**src/rtl/dmi_arbiter_pkg.sv**
```systemverilog
// rtl/dmi_arbiter_pkg.sv - shared FSM state, DMI op and response encodings
package dmi_arbiter_pkg;

    typedef enum logic [1:0] {
        ST_IDLE = 2'd0,
        ST_REQ  = 2'd1,
        ST_RESP = 2'd2,
        ST_ERR  = 2'd3
    } state_t;

    localparam logic [1:0] DMI_OP_NOP   = 2'd0;
    localparam logic [1:0] DMI_OP_READ  = 2'd1;
    localparam logic [1:0] DMI_OP_WRITE = 2'd2;

    localparam logic [1:0] DMI_RESP_OK   = 2'd0;
    localparam logic [1:0] DMI_RESP_FAIL = 2'd2;
    localparam logic [1:0] DMI_RESP_BUSY = 2'd3;

endpackage

```
**src/rtl/dmi_arbiter_rr_arb2.sv**
```systemverilog
// rtl/dmi_arbiter_rr_arb2.sv - two-way round-robin grant (one-hot gnt)
module rr_arb2 (
    input  logic [1:0] req,
    input  logic       last,
    output logic [1:0] gnt
);

    // On contention the requester that did not win last time is granted.
    always_comb begin
        gnt = req;
        if (req == 2'b11) begin
            gnt = last ? 2'b01 : 2'b10;
        end
    end

endmodule

```
**src/rtl/dmi_arbiter.sv**
```systemverilog
// rtl/dmi_arbiter.sv - two-requester DMI arbiter; optional response timeout under DMI_ARB_TIMEOUT_EN
module dmi_arbiter
    import dmi_arbiter_pkg::*;
#(
    parameter int ADDR_W         = 7,
    parameter int TIMEOUT_CYCLES = 1024
) (
    input  logic              clock,
    input  logic              resetn,

    input  logic              m0_req_valid,
    output logic              m0_req_ready,
    input  logic [ADDR_W-1:0] m0_req_addr,
    input  logic [31:0]       m0_req_data,
    input  logic [1:0]        m0_req_op,
    output logic              m0_resp_valid,
    input  logic              m0_resp_ready,
    output logic [31:0]       m0_resp_data,
    output logic [1:0]        m0_resp_resp,

    input  logic              m1_req_valid,
    output logic              m1_req_ready,
    input  logic [ADDR_W-1:0] m1_req_addr,
    input  logic [31:0]       m1_req_data,
    input  logic [1:0]        m1_req_op,
    output logic              m1_resp_valid,
    input  logic              m1_resp_ready,
    output logic [31:0]       m1_resp_data,
    output logic [1:0]        m1_resp_resp,

    output logic              s_req_valid,
    input  logic              s_req_ready,
    output logic [ADDR_W-1:0] s_req_addr,
    output logic [31:0]       s_req_data,
    output logic [1:0]        s_req_op,
    input  logic              s_resp_valid,
    output logic              s_resp_ready,
    input  logic [31:0]       s_resp_data,
    input  logic [1:0]        s_resp_resp,

    output logic              busy,
    output logic              grant_id
);

    state_t              state;
    state_t              state_nxt;
    logic                last_grant;
    logic [ADDR_W-1:0]   addr_q;
    logic [31:0]         data_q;
    logic [1:0]          op_q;
    logic [1:0]          gnt;
    logic                drain;
    logic                tmo_hit;
    logic                sel_ready;
    logic                accept;
    logic                resp_done;
    logic                resp_valid_sel;
    logic [31:0]         resp_data_sel;
    logic [1:0]          resp_resp_sel;

    // A pending drain blocks new grants until the stale response is swallowed.
    rr_arb2 u_rr_arb2 (
        .req  ({m1_req_valid, m0_req_valid} & {2{~drain}}),
        .last (last_grant),
        .gnt  (gnt)
    );

    assign sel_ready = grant_id ? m1_resp_ready : m0_resp_ready;
    assign accept    = (state == ST_IDLE) && (|gnt);

    always_comb begin
        state_nxt      = state;
        m0_req_ready   = 1'b0;
        m1_req_ready   = 1'b0;
        s_resp_ready   = drain;
        resp_valid_sel = 1'b0;
        resp_data_sel  = 32'd0;
        resp_resp_sel  = DMI_RESP_OK;
        resp_done      = 1'b0;
        case (state)
            ST_IDLE: begin
                m0_req_ready = gnt[0] & resetn;
                m1_req_ready = gnt[1] & resetn;
                if (|gnt) begin
                    state_nxt = ST_REQ;
                end
            end
            ST_REQ: begin
                if (s_req_ready) begin
                    state_nxt = ST_RESP;
                end
            end
            ST_RESP: begin
                resp_valid_sel = s_resp_valid;
                resp_data_sel  = s_resp_data;
                resp_resp_sel  = s_resp_resp;
                s_resp_ready   = sel_ready;
                if (s_resp_valid && sel_ready) begin
                    state_nxt = ST_IDLE;
                    resp_done = 1'b1;
                end else if (tmo_hit) begin
                    state_nxt = ST_ERR;
                end
            end
`ifdef DMI_ARB_TIMEOUT_EN
            ST_ERR: begin
                resp_valid_sel = 1'b1;
                resp_resp_sel  = DMI_RESP_FAIL;
                if (sel_ready) begin
                    state_nxt = ST_IDLE;
                    resp_done = 1'b1;
                end
            end
`endif
            default: begin
                state_nxt = ST_IDLE;
            end
        endcase
    end

    assign m0_resp_valid = resp_valid_sel & ~grant_id;
    assign m1_resp_valid = resp_valid_sel &  grant_id;
    assign m0_resp_data  = grant_id ? 32'd0 : resp_data_sel;
    assign m1_resp_data  = grant_id ? resp_data_sel : 32'd0;
    assign m0_resp_resp  = grant_id ? 2'd0 : resp_resp_sel;
    assign m1_resp_resp  = grant_id ? resp_resp_sel : 2'd0;

    assign s_req_valid = (state == ST_REQ);
    assign s_req_addr  = addr_q;
    assign s_req_data  = data_q;
    assign s_req_op    = op_q;
    assign busy        = (state != ST_IDLE);

    always_ff @(posedge clock or negedge resetn) begin
        if (!resetn) begin
            state      <= ST_IDLE;
            last_grant <= 1'b1;
            grant_id   <= 1'b0;
            addr_q     <= '0;
            data_q     <= 32'd0;
            op_q       <= DMI_OP_NOP;
        end else begin
            state <= state_nxt;
            if (accept) begin
                grant_id <= gnt[1];
                addr_q   <= gnt[1] ? m1_req_addr : m0_req_addr;
                data_q   <= gnt[1] ? m1_req_data : m0_req_data;
                op_q     <= gnt[1] ? m1_req_op   : m0_req_op;
            end
            if (resp_done) begin
                last_grant <= grant_id;
            end
        end
    end

`ifdef DMI_ARB_TIMEOUT_EN
    localparam int TMO_W = $clog2(TIMEOUT_CYCLES + 1);

    logic [TMO_W-1:0] tmo_cnt;

    // Counts only cycles in RESP with no target response offered.
    assign tmo_hit = (state == ST_RESP) && !s_resp_valid &&
                     (tmo_cnt == TMO_W'(TIMEOUT_CYCLES - 1));

    always_ff @(posedge clock or negedge resetn) begin
        if (!resetn) begin
            tmo_cnt <= '0;
            drain   <= 1'b0;
        end else begin
            if (state != ST_RESP) begin
                tmo_cnt <= '0;
            end else if (!s_resp_valid) begin
                tmo_cnt <= tmo_cnt + TMO_W'(1);
            end
            if (state == ST_ERR && sel_ready) begin
                drain <= 1'b1;
            end else if (drain && s_resp_valid) begin
                drain <= 1'b0;
            end
        end
    end
`else
    logic unused_tmo;

    assign tmo_hit    = 1'b0;
    assign drain      = 1'b0;
    assign unused_tmo = ^TIMEOUT_CYCLES;
`endif

endmodule

```
**config.mk**
```make
export PLATFORM = sky130hd
export DESIGN_NAME = dmi_arbiter
export DESIGN_NICKNAME = d
export VERILOG_FILES = /design/src/rtl/dmi_arbiter_pkg.sv /design/src/rtl/dmi_arbiter_rr_arb2.sv /design/src/rtl/dmi_arbiter.sv
export SDC_FILE = /design/constraint.sdc
export NUM_CORES = 1
export LEC_CHECK = 0
export ABC_AREA = 1
export BUFFER_PORTS_ARGS = -buffer_cell sky130_fd_sc_hd__buf_2
export CORE_AREA = 2 2 93 95
export CTS_CLUSTER_SIZE = 20
export DETAILED_ROUTE_END_ITERATION = 10
export DIE_AREA = 0 0 95 97
export GPL_TIMING_DRIVEN = 0
export PLACE_DENSITY = 0.72
export REMOVE_ABC_BUFFERS = 1
export SYNTH_ARGS = -nofsm -noshare
export SYNTH_HDL_FRONTEND = slang
export SYNTH_HIERARCHICAL = 1
export SYNTH_SLANG_ARGS = --single-unit
```
**constraint.sdc**
```tcl
create_clock -name clock -period 1.7 [get_ports clock]
set_clock_uncertainty 0.05 [all_clocks]
set_input_delay 0.085 -clock clock [delete_from_list [all_inputs] [get_ports clock]]
set_output_delay 0.085 -clock clock [all_outputs]
set_load 0.05 [all_outputs]
```
Yosys cells after proc, flatten, opt, wreduce, memory -nomap -nowiden
Cells that the tools add are included.

word-level totals
  output and inout port bits = 117
  bits of input ports = 124
  word-level logic and storage cells = 45
  flip-flop bits (word level) = 45

operators by class
  bitwise operators = 5
  mux-type cells = 22
  equality and inequality tests = 6
  reductions and logical operators = 6

operators with widths
  operator            count
  $mux 32             4
  $mux 2              9
  $mux 1              7
  $mux 7              1
  $pmux 2 s3          1
  $and 1x1->1         4
  $eq 2x2->1 const B  2
  $ne 2x1->1 const B  2
  $reduce_and 3->1    1
  $eq 2x1->1 const B  1
  $logic_and 1x1->1   2
  $logic_not 2->1     1
  $ne 2x2->1 const B  1
  $reduce_bool 2->1   1
  $reduce_or 2->1     1
  $not 1->1           1

Depth between registers and ports, before layout
Gate-level depths: netlist of the first run.

  word-level depth = 5
  mapped depth = 8

Cells and area by module
The synthesis of the first run kept the hierarchy.

by module, submodules not included
  module       area each (um^2)  times used  seq. area each (um^2)  cells an instance
  dmi_arbiter  2969.1            1           1127.3                 457
  rr_arb2      21.3              1           0.0                    5

Worst setup path before layout of the first run
No wires, ideal clock.

  kind = flip-flop to output port
  from = register grant_id
  to = output port m0_resp_data[10]
  path buffers = 2
  path slack = -563 ps
  stages on the path, launching flop included = 4
  required time = 1565 ps
  data arrival time = 2128 ps
  cells stage by stage = dfrtp_1 buf_2 buf_1 nor3_1

on the way
  word-level cells in the longest chain between the ends = 1

RTL lines
  item                    line                source
  start, declared         dmi_arbiter.sv:42   output logic grant_id
  start signal, assigned  dmi_arbiter.sv:145  grant_id <= gnt[1];
  $mux 32                 dmi_arbiter.sv:123  assign m0_resp_data = grant_id ? 32'd0 : resp_data_sel;
  end, declared           dmi_arbiter.sv:18   output logic [31:0] m0_resp_data,

No other way between the ends.

Worst setup path after layout of the first run
  from = register state[0]
  to = output port m0_resp_data[2]

on the way
  word-level cells in the longest chain between the ends = 3

RTL lines
  item                    line                source
  start, declared         dmi_arbiter.sv:45   state_t state;
  start signal, assigned  dmi_arbiter.sv:143  state <= state_nxt;
  $eq 2x2->1              dmi_arbiter.sv:80   case (state)
  $mux 32                 dmi_arbiter.sv:80
  $mux 32                 dmi_arbiter.sv:123

No other way between the ends.

==> results of run 1 <==
-- kinds of logic after synthesis --
group,count (synthesis),share of synthesized area (%)
compound gates,46,8.16
buf+inv,113,17.6
simple gates,258,36.5
flops,45,37.7
-- cell usage in the layout (no fill, tap or decap), types with 2 or more instances in the layout --
master / Yosys / routed
nor3_4: 0 / 9
buf_6: 12 / 24
nor3_1: 70 / 30
buf_4: 0 / 67
dfrtp_4: 0 / 2
o21ai_0: 42 / 42
dfrtp_1: 44 / 41
clkinvlp_4: 0 / 2
clkbuf_4: 0 / 2
nand2_1: 178 / 177
dlygate4sd3_1: 0 / 2
nor2_2: 0 / 2
inv_1: 80 / 79
a21oi_4: 0 / 2
clkbuf_16: 0 / 2
clkbuf_8: 0 / 5
o21ai_4: 1 / 4
buf_2: 10 / 166
buf_12: 0 / 2
nor2_1: 4 / 2
nor3_2: 0 / 31
nand2_8: 0 / 5
nor2_4: 2 / 4
-- worst paths after layout --
check                                  endpoint  cells after the start             from  slack (ns)
min in group clock               s_req_data[26]                      5  m1_req_data[26]        0.04
max in group asynchronous              state[1]                      1           resetn        0.93
worst min-delay path              s_req_data[7]                      1           resetn       -0.09
worst max register to register    s_req_addr[6]                      6       last_grant        0.06
worst max-delay path            m0_resp_data[2]                      4         state[0]       -0.02
worst min register to register   s_req_data[28]                      2   s_req_data[28]        0.43
-- area by class of cell --
type	count	area (sq um)
antenna	1	2.50
clock buffer	5	68.8
clock inverter	3	25.0
fill	688	2890
inverter	82	338
multi-input combinational	315	1810
sequential	45	1140
tap	105	131
timing repair buffer	265	1730
-- routing by layer --
metal	vias up	share of wire (%)	track usage, %
li1	1931	-	-
met1	1814	39	27.7
met2	209	52	45.1
met3	14	8.1	4.52
met4	0	1.4	6.58
met5	-	0	0
-- flip-flops by register name, indices dropped and copies added, names as in the netlist --
name / cells
s_req_data: 32
s_req_addr: 7
s_req_op: 2
state: 2
grant_id: 1
last_grant: 1
-- critical path: stages (launching register included) --
cell and delay, ns:
dfrtp_2 0.43, clkinvlp_4 0.16, nand2_8 0.19, nor3_1 0.26, buf_4 0.25
-- power by group --
group,leakage (nW),switching [mW],total (mW),internal (mW)
logic,2.41,5.12,6.90,1.79
clock network,0.0448,0.389,0.686,0.297
registers,0.556,0.352,1.95,1.60
-- per-stage QoR --
step	TNS, ns	hold slack (ns)
2_1_floorplan	-184.25	-0.261
3_3_place_gp	-208.27	0.238
3_5_place_dp	-62.21	0.254
4_1_cts	-0.0617	-0.0565
5_1_grt	-0.529	-0.0210
6_report	-0.0231	-0.0857
-- timing repair --
| item | 4_1_cts | 5_1_grt |
|---|---|---|
| pin swaps | 7 | 4 |
| resized for setup | 92 | 85 |
| buffers inserted | 10 | 10 |
| endpoints found under the hold margin | 46 | 26 |
| endpoints found under the setup margin | 119 | 106 |
| cloned | 7 | 6 |
==> reports/results.ini, run 1 <==
[drt]
final_antenna_net_count = 0
finalWirelength_um = 12900
drc = 0
post_drt_via_cell_ratio = 4.83
vias = 3968
wl_per_cell_um = 15.7
drt_iter0_markers = 123
dr.pass1.iters = 4

[setup_path]
arrival_ns = 1.59
critical_path_required_ns = 1.56
path_max_fanout = 36
critical_path_class = flip-flop to primary output
critPathCaptureType = primary output
startpoint_type = flip-flop

[finish]
syn_to_final_growth_pct = 75.3
finish.utilization_pct = 64.5
finish.instance_area_sq_mm = 0.00524
fin_nets = 838
stdcell_count = 821
drive_gt1_share_pct = 47.4

[synth]
synth_top_area_cell = dfrtp_1
synth_cells = 462
ys_types = 19
postSynth.topFlopCell = dfrtp_1
syn-cell-area_sq_mm = 0.00299
yosysMostFrequentCell = nand2_1
seq_area_frac_synth_pct = 37.7
async_flop_share_pct = 100
yosys-top-cells-count = 178 x nand2_1, 80 x inv_1, 70 x nor3_1
ys_ff_latch = 45
yosysWarnings = 6
syn_avg_cell_area_sq_um = 6.47
synth_edf_count = 0
synth.top_cell.area_share_pct = 36.8
ys_top_cells_by_area = dfrtp_1 37%, nand2_1 22%, nor3_1 12%

[status]
status = complete, but fails checks
violations = negative hold slack, negative setup slack

[power]
p_per_area_mw_per_mm2 = 1820
vdd_drop_max_mv = 0.850
power_mw = 9.54
leakage_nw = 3.01

[clock_network]
cts_tree = done
clockBufferDepth = 2
htreeDepth = 2
clock_sinks = 45
holdBufCountCts = 2
path_clk_slew_ns = 0.09
cts_buffers = 5
clk_latency_ns = 0.30
clockRootBuffer = clkbuf_8

[global_routing]
overflow = 0
first_global_vias = 3515
grt_antenna_before_repair = 1
grt.total_usage_pct = 24.2
grt_max_degree = 48
grt_pass1_wl_um = 17500

[sta]
report.final.slew_viol_count = 0
slew_headroom_pct = 30.9
final.min_clock_period_ns = 1.72
hold_viol_final = 44
max_freq_mhz = 580
rsz0062_at_grt = true
hold_ws_ns = -0.0857
setup_ws_ns = -0.0231
setup_viol = 1
tightest_slew_ns = 1.04
fin_crit_sh_pct = 101

[placement]
io_buffers = 240
dp.cells = 777
pre_cts_slack_ns = -1.05
gp_congestion = 0.817
dp_hpwl_um = 7080
placed_cell_area_sq_mm = 0.00414

[floorplan]
die_area_sq_mm = 0.00922
row_count = 33
initial_core_util_pct = 36.8
die_y_um = 97
die_w_um = 95
io_pins = 241
core-area_sq_mm = 0.00813

[worst_hold_path]
hold_path_class = input port to async pin

[run]
drv_cap = 0

Note: power is estimated with default switching activity, not from simulation.
==> run 2: changes to the inputs <==
--- a/config.mk
+++ b/config.mk
@@ -7,12 +7,12 @@
 export LEC_CHECK = 0
 export ABC_AREA = 1
 export BUFFER_PORTS_ARGS = -buffer_cell sky130_fd_sc_hd__buf_2
-export CORE_AREA = 2 2 93 95
+export CORE_AREA = 2 2 95 97
 export CTS_CLUSTER_SIZE = 20
 export DETAILED_ROUTE_END_ITERATION = 10
-export DIE_AREA = 0 0 95 97
+export DIE_AREA = 0 0 97 99
 export GPL_TIMING_DRIVEN = 0
-export PLACE_DENSITY = 0.72
+export PLACE_DENSITY = 0.69
 export REMOVE_ABC_BUFFERS = 1
 export SYNTH_ARGS = -nofsm -noshare
 export SYNTH_HDL_FRONTEND = slang
==> constraint.sdc (replaced) <==
create_clock -name clock -period 2.1 [get_ports clock]
set_clock_uncertainty 0.05 [all_clocks]
set_input_delay 0.105 -clock clock [delete_from_list [all_inputs] [get_ports clock]]
set_output_delay 0.105 -clock clock [all_outputs]
set_load 0.05 [all_outputs]
==> run 2 against run 1 <==
Compared with the run above:
- the flow finishes with violations (negative hold slack)
- routed wire length fell by 20%
- combinational power fell by 37%
- count of clock-buffer cells in the layout rose by 2
- clock power fell by 17%
- die area rose by 4.2%
- total power fell by 31%
- worst hold slack improved by 0.015 ns
- register-to-register slack improved by 0.07 ns
- first-iteration DRC count fell by 41%
- sequential share of layout area rose by 4.6 points
- via count fell by 8.2%
- non-clock buffer count fell by 23
- critical path type unchanged
- largest power group unchanged
==> reports/results.ini, run 2 (same netlist as run 1, synthesis figures left out) <==
[drt]
finalWirelength_um = 10200  ; -20%
drc = 0  ; unchanged
drt_iter0_markers = 72  ; -41%
wl_per_cell_um = 12.9  ; -17%
final_antenna_net_count = 0  ; unchanged
dr.pass1.iters = 4  ; unchanged
post_drt_via_cell_ratio = 4.60  ; -4.8%
vias = 3644  ; -8.2%

[status]
violations = negative hold slack
status = complete, but fails checks

[setup_path]
path_max_fanout = 39  ; +8.3%
critical_path_required_ns = 1.95  ; +0.39 ns
startpoint_type = flip-flop
critPathCaptureType = primary output
critical_path_class = flip-flop to primary output
arrival_ns = 1.86  ; +0.27 ns

[finish]
syn_to_final_growth_pct = 43.8
stdcell_count = 792  ; -3.5%
largest_register_ffs = 32  ; unchanged
finish.instance_area_sq_mm = 0.00430  ; -18%
drive_gt1_share_pct = 38.4  ; -9.1 points
layout_commonest_cell = buf_2
fin_nets = 806  ; -3.8%
layout_common_cells = 240 x buf_2, 177 x nand2_1, 80 x inv_1

[floorplan]
die_area_sq_mm = 0.00960  ; +4.2%
die_y_um = 99  ; +2.1%
row_count = 34  ; +3.0%
io_pins = 241  ; unchanged
die_w_um = 97  ; +2.1%
initial_core_util_pct = 35.0  ; -1.8 points
core-area_sq_mm = 0.00855  ; +5.1%

[power]
vdd_drop_max_mv = 0.514  ; -40%
swShare_pct = 62.5  ; +1.1 points
p_per_area_mw_per_mm2 = 1520  ; -16%
p_int_mw = 2.45  ; -33%
p_clk_share_pct = 8.6  ; +1.4 points
leakage_nw = 2.76  ; -8.3%
power_mw = 6.54  ; -31%
power.switching_mw = 4.09  ; -30%
power_frac_seq_pct = 24.8  ; +4.4 points
power_frac_comb_pct = 66.5  ; -5.9 points

[clock_network]
cts_tree = done
clk_latency_ns = 0.30  ; about the same
cts_buffers = 5  ; unchanged
clock_sinks = 45  ; unchanged
clockBufferDepth = 2  ; unchanged
htreeDepth = 2  ; unchanged
post-cts-setup-buffers = 0  ; -10
path_clk_slew_ns = 0.09  ; about the same
clockRootBuffer = clkbuf_8

[sta]
tightest_slew_ns = 1.04  ; +0.00308 ns
final.min_clock_period_ns = 2.01
max_freq_mhz = 496
rsz0062_at_grt = true
setup_viol = 0  ; -1
hold_ws_ns = -0.0712  ; +0.0145 ns
report.final.slew_viol_count = 0  ; unchanged
slew_headroom_pct = 30.7  ; -0.21 points
fin_crit_sh_pct = 96.0
setup_ws_ns = 0.0850  ; +0.108 ns
hold_viol_final = 44  ; unchanged

[placement]
gp_congestion = 0.846  ; +3.5%
io_buffers = 240  ; unchanged
pre_cts_slack_ns = -0.694  ; +0.356 ns
dp.cells = 780  ; +0.39%
placed_cell_area_sq_mm = 0.00414  ; about the same
dp_hpwl_um = 7460  ; +5.4%

[global_routing]
overflow = 0  ; unchanged
first_global_vias = 3402  ; -3.2%
grt.total_usage_pct = 20.6  ; -3.6 points
grt_antenna_before_repair = 1  ; unchanged
grt_pass1_wl_um = 16300  ; -7.0%
grt_max_degree = 74  ; +54%

[worst_hold_path]
hold_path_class = input port to async pin

[run]
drv_cap = 0  ; unchanged

==> run 2: worst paths after layout <==
kind	start	endpoint	slack (ns)	depth (start not counted)
setup / recovery	grant_id	m1_resp_data[26]	0.09	3
hold / removal	resetn	s_req_addr[4]	-0.07	1
setup reg to reg	last_grant	s_req_data[20]	0.13	5
hold reg to reg	s_req_data[5]	s_req_data[5]	0.43	2
max in group asynchronous	resetn	grant_id	1.30	1
min in group clock	s_resp_valid	state[1]	0.03	4
==> run 2: what timing repair did <==
action	in CTS	in global routing
cloned	2	0
pin swaps	2	0
endpoints found under the setup margin	118	39
gates resized for setup	5	4
hold endpoints to repair	46	0
hold buffers	1	0
==> run 2: final cells by class <==
class | instances | area (sq um)
tap | 108 | 135
antenna | 1 | 2.50
clock inverter | 1 | 7.51
sequential | 45 | 1130
timing repair buffer | 242 | 1230
clock buffer | 7 | 86.3
inverter | 82 | 313
multi-input combinational | 306 | 1390
fill | 905 | 4250
==> run 2: per-layer routing <==
metal | vias up | part of all wire (%) | track usage (%) | wire length [um]
met5 | - | 0 | 0 | 0
met4 | 0 | 1.7 | 4.77 | 170
met3 | 12 | 7.4 | 3.76 | 760
met2 | 158 | 50 | 38.4 | 5090
met1 | 1621 | 41 | 24.7 | 4220
li1 | 1853 | - | - | -
==> run 2: power by group through the flow <==
stage | sequential [mW] | combinational [mW] | clock, mW
after floorplan | 2.89 | 1.89 | 0
after global placement | 1.59 | 4.28 | 0
after detailed placement | 1.62 | 4.31 | 0
after CTS | 1.62 | 4.38 | 0.584
after global routing | 1.69 | 4.65 | 0.626
final | 1.63 | 4.35 | 0.566
==> run 2: through the flow <==
stage	TNS, ns	util [%]
floorplan	-138.89	-
global placement	-179.38	48.0
detailed placement	-17.30	48.4
CTS	0	50.0
global route	-0.0164	50.3
finish	0	50.3
==> run 2: critical path, cell delays in order, from the launching register on <==
cell and delay (ns):
dfrtp_4 0.70, inv_6 0.19, nor3_2 0.31, buf_2 0.32
==> run 3: changes to the inputs <==
--- a/config.mk
+++ b/config.mk
@@ -5,12 +5,11 @@
 export SDC_FILE = /design/constraint.sdc
 export NUM_CORES = 1
 export LEC_CHECK = 0
-export ABC_AREA = 1
 export BUFFER_PORTS_ARGS = -buffer_cell sky130_fd_sc_hd__buf_2
-export CORE_AREA = 2 2 95 97
+export CORE_AREA = 2 2 94 96
 export CTS_CLUSTER_SIZE = 20
 export DETAILED_ROUTE_END_ITERATION = 10
-export DIE_AREA = 0 0 97 99
+export DIE_AREA = 0 0 96 98
 export GPL_TIMING_DRIVEN = 0
 export PLACE_DENSITY = 0.69
 export REMOVE_ABC_BUFFERS = 1
==> run 3 against run 2 <==
Compared with the run above:
- largest power group unchanged
- register-to-register slack improved by 0.11 ns
- final cell count down 26%
- the flow still finishes with violations (negative hold slack)
- critical path type unchanged
- maximum frequency up 5.0%
- synthesized area decreased by 2.7%
- setup slack gained 0.095 ns
- combinational power rose by 16%
==> reports/results.ini, run 3 <==
[synth]
seq_area_frac_synth_pct = 38.8  ; +1.1 points
yosysWarnings = 6  ; unchanged
ys_top_cells_by_area = dfrtp_1 38%, mux2_4 20%, mux2_2 17%
yosys-top-cells-count = 70 x and2_1, 44 x dfrtp_1, 44 x mux2_2
synth_top_area_cell = dfrtp_1
synth.top_cell.area_share_pct = 37.8  ; +1.0 points
syn_avg_cell_area_sq_um = 12.3  ; +90%
ys_types = 24  ; +5
yosysMostFrequentCell = and2_1
synth_edf_count = 0  ; unchanged
ys_ff_latch = 45  ; unchanged
postSynth.topFlopCell = dfrtp_1
syn-cell-area_sq_mm = 0.00291  ; -2.7%
synth_cells = 236  ; -49%
async_flop_share_pct = 100  ; unchanged

[sta]
hold_viol_final = 44  ; unchanged
max_freq_mhz = 521  ; +5.0%
hold_ws_ns = -0.0753  ; -0.00412 ns
fin_crit_sh_pct = 91.4  ; -4.5 points
finalSetupTns_ns = 0  ; unchanged
rsz0062_at_grt = false
report.final.slew_viol_count = 0  ; unchanged
slew_headroom_pct = 34.2  ; +3.5 points
setup_viol = 0  ; unchanged
tightest_slew_ns = 0.987  ; -0.0529 ns
final.min_clock_period_ns = 1.92  ; -0.0952 ns

[global_routing]
first_global_vias = 2565  ; -25%
grt_max_degree = 48  ; -35%
grt_antenna_before_repair = 2  ; +1
overflow = 0  ; unchanged
grt_pass1_wl_um = 12100  ; -26%
grt.total_usage_pct = 16.5  ; -4.1 points

[floorplan]
initial_core_util_pct = 34.4  ; -0.61 points
die_y_um = 98  ; -1.0%
io_pins = 241  ; unchanged
core-area_sq_mm = 0.00847  ; -1.0%
die_w_um = 96  ; -1.0%
row_count = 34  ; unchanged
die_area_sq_mm = 0.00941  ; -2.0%

[drt]
final_antenna_net_count = 0  ; unchanged
post_drt_via_cell_ratio = 4.57  ; -0.70%
finalWirelength_um = 8430  ; -18%
dr.pass1.iters = 4  ; unchanged
drc = 0  ; unchanged
vias = 2691  ; -26%
wl_per_cell_um = 14.3  ; +11%
drt_iter0_markers = 39  ; -46%

[finish]
multi_input_area_sq_mm = 0.00170  ; +22%
fin_nets = 603  ; -25%
layout_common_cells = 240 x buf_2, 70 x and2_1, 44 x mux2_2, 44 x dfrtp_1, 39 x mux2_4
fill_cells = 768  ; -15%
largest_register_ffs = 32  ; unchanged
drive_gt1_share_pct = 72.7  ; +34 points
seq_area_sq_mm = 0.00113  ; -0.33%
syn_to_final_growth_pct = 51.6
layout_commonest_cell = buf_2
finish.instance_area_sq_mm = 0.00441  ; +2.6%
stdcell_count = 589  ; -26%

[setup_path]
arrival_ns = 1.76  ; -0.10 ns
cpLargestDelayFamily = simple AND/OR/NAND/NOR gates
rr_worst_depth = 5  ; unchanged
path_max_fanout = 17  ; -56%
cp_slowest_stage_delay_ns = 0.40  ; -0.30 ns
crit_path_top_delay_cell = dfrtp_1
critical_path_required_ns = 1.95  ; about the same
critPathCaptureType = primary output
critical_path_class = flip-flop to primary output
crit_path_cell_trace = nand2b_2 -> nor2_4 -> and2_1 -> buf_2
critical_path_depth = 4  ; +1
crit_buf_inv = 1  ; -1
startpoint_type = flip-flop

[clock_network]
clockRootBuffer = clkbuf_8
cts_buffers = 5  ; unchanged
clk_latency_ns = 0.28  ; -0.02 ns
path_clk_slew_ns = 0.08  ; about the same
clockBufferDepth = 2  ; unchanged
cts_tree = done
htreeDepth = 2  ; unchanged
clock_sinks = 45  ; unchanged

[placement]
placed_cell_area_sq_mm = 0.00417  ; +0.82%
dp.cells = 570  ; -27%
gp_congestion = 0.727  ; -14%
dp_hpwl_um = 6680  ; -10%
io_buffers = 240  ; unchanged

[power]
leakage_nw = 2.47  ; -11%
p_per_area_mw_per_mm2 = 1650  ; +8.6%
power_mw = 7.29  ; +11%
vdd_drop_max_mv = 0.879  ; +71%

[worst_hold_path]
hold_path_class = input port to async pin

[status]
violations = negative hold slack
status = complete, but fails checks

[run]
drv_cap = 0  ; unchanged

## run 3: layout make-up
cell class | count | share of cell area (%)
tap | 108 | 3.06
multi-input combinational | 173 | 38.4
clock buffer | 5 | 1.56
timing repair buffer | 250 | 30.1
antenna | 2 | 0.113
inverter | 4 | 0.340
clock inverter | 2 | 0.794
sequential | 45 | 25.6
## run 3: metrics by stage
step	util (%)	setup slack [ns]
final	52.1	0.180
after global routing	52.1	0.0786
after CTS	50.7	-0.246
after detailed placement	49.3	-0.144
after global placement	48.7	-5.02
after floorplan	-	-3.78
## run 3: worst register-to-register path, cell delays in order (launching register included)
cell	delay [ns]
dfstp_2	0.58
inv_1	0.05
a21boi_1	0.26
o21a_4	0.20
buf_4	0.25
mux2_2	0.36
## run 3: timing repair
item                                   CTS  global route
hold buffers                             1             0
gates resized for setup                  1             5
endpoints found under the hold margin   45             0
pin swaps                                0             4
setup endpoints to repair               95            95
buffers inserted                         0             7
cloned                                   0             2
## run 3: routing by layer
metal	part of all wire (%)	global-route usage, %	vias to the layer above
li1	-	-	1280
met1	37	17.9	1251
met2	52	30.9	151
met3	9.1	3.16	9
met4	2.1	5.93	0
met5	0	0	-
## run 3: logic make-up (layout without fill, tap and decap cells)
family | count (synthesis) | after routing | share of synthesized area (%)
buf+inv | 20 | 261 | 4.82
flops | 45 | 45 | 38.8
other cells | 0 | 2 | 0
simple gates | 81 | 83 | 17.3
compound gates | 6 | 6 | 1.63
mux | 84 | 84 | 37.5
## run 3: path summary, 6_finish.rpt
path,from,slack (ns),endpoint
setup / recovery,state[0],0.18,m0_resp_data[0]
hold / removal,resetn,-0.08,s_req_data[13]
setup reg to reg,last_grant,0.24,s_req_data[6]
hold reg to reg,s_req_data[25],0.46,s_req_data[25]
max in group asynchronous,resetn,1.46,s_req_op[0]
min in group clock,m1_req_data[23],0.12,s_req_data[23]
## run 3: power by group
| group | switching, mW | internal, mW | leakage, nW |
|---|---|---|---|
| Clock | 0.280 | 0.346 | 0.0540 |
| Combinational | 3.31 | 1.74 | 1.89 |
| Sequential | 0.281 | 1.33 | 0.527 |
| Total | 3.87 | 3.41 | 2.47 |
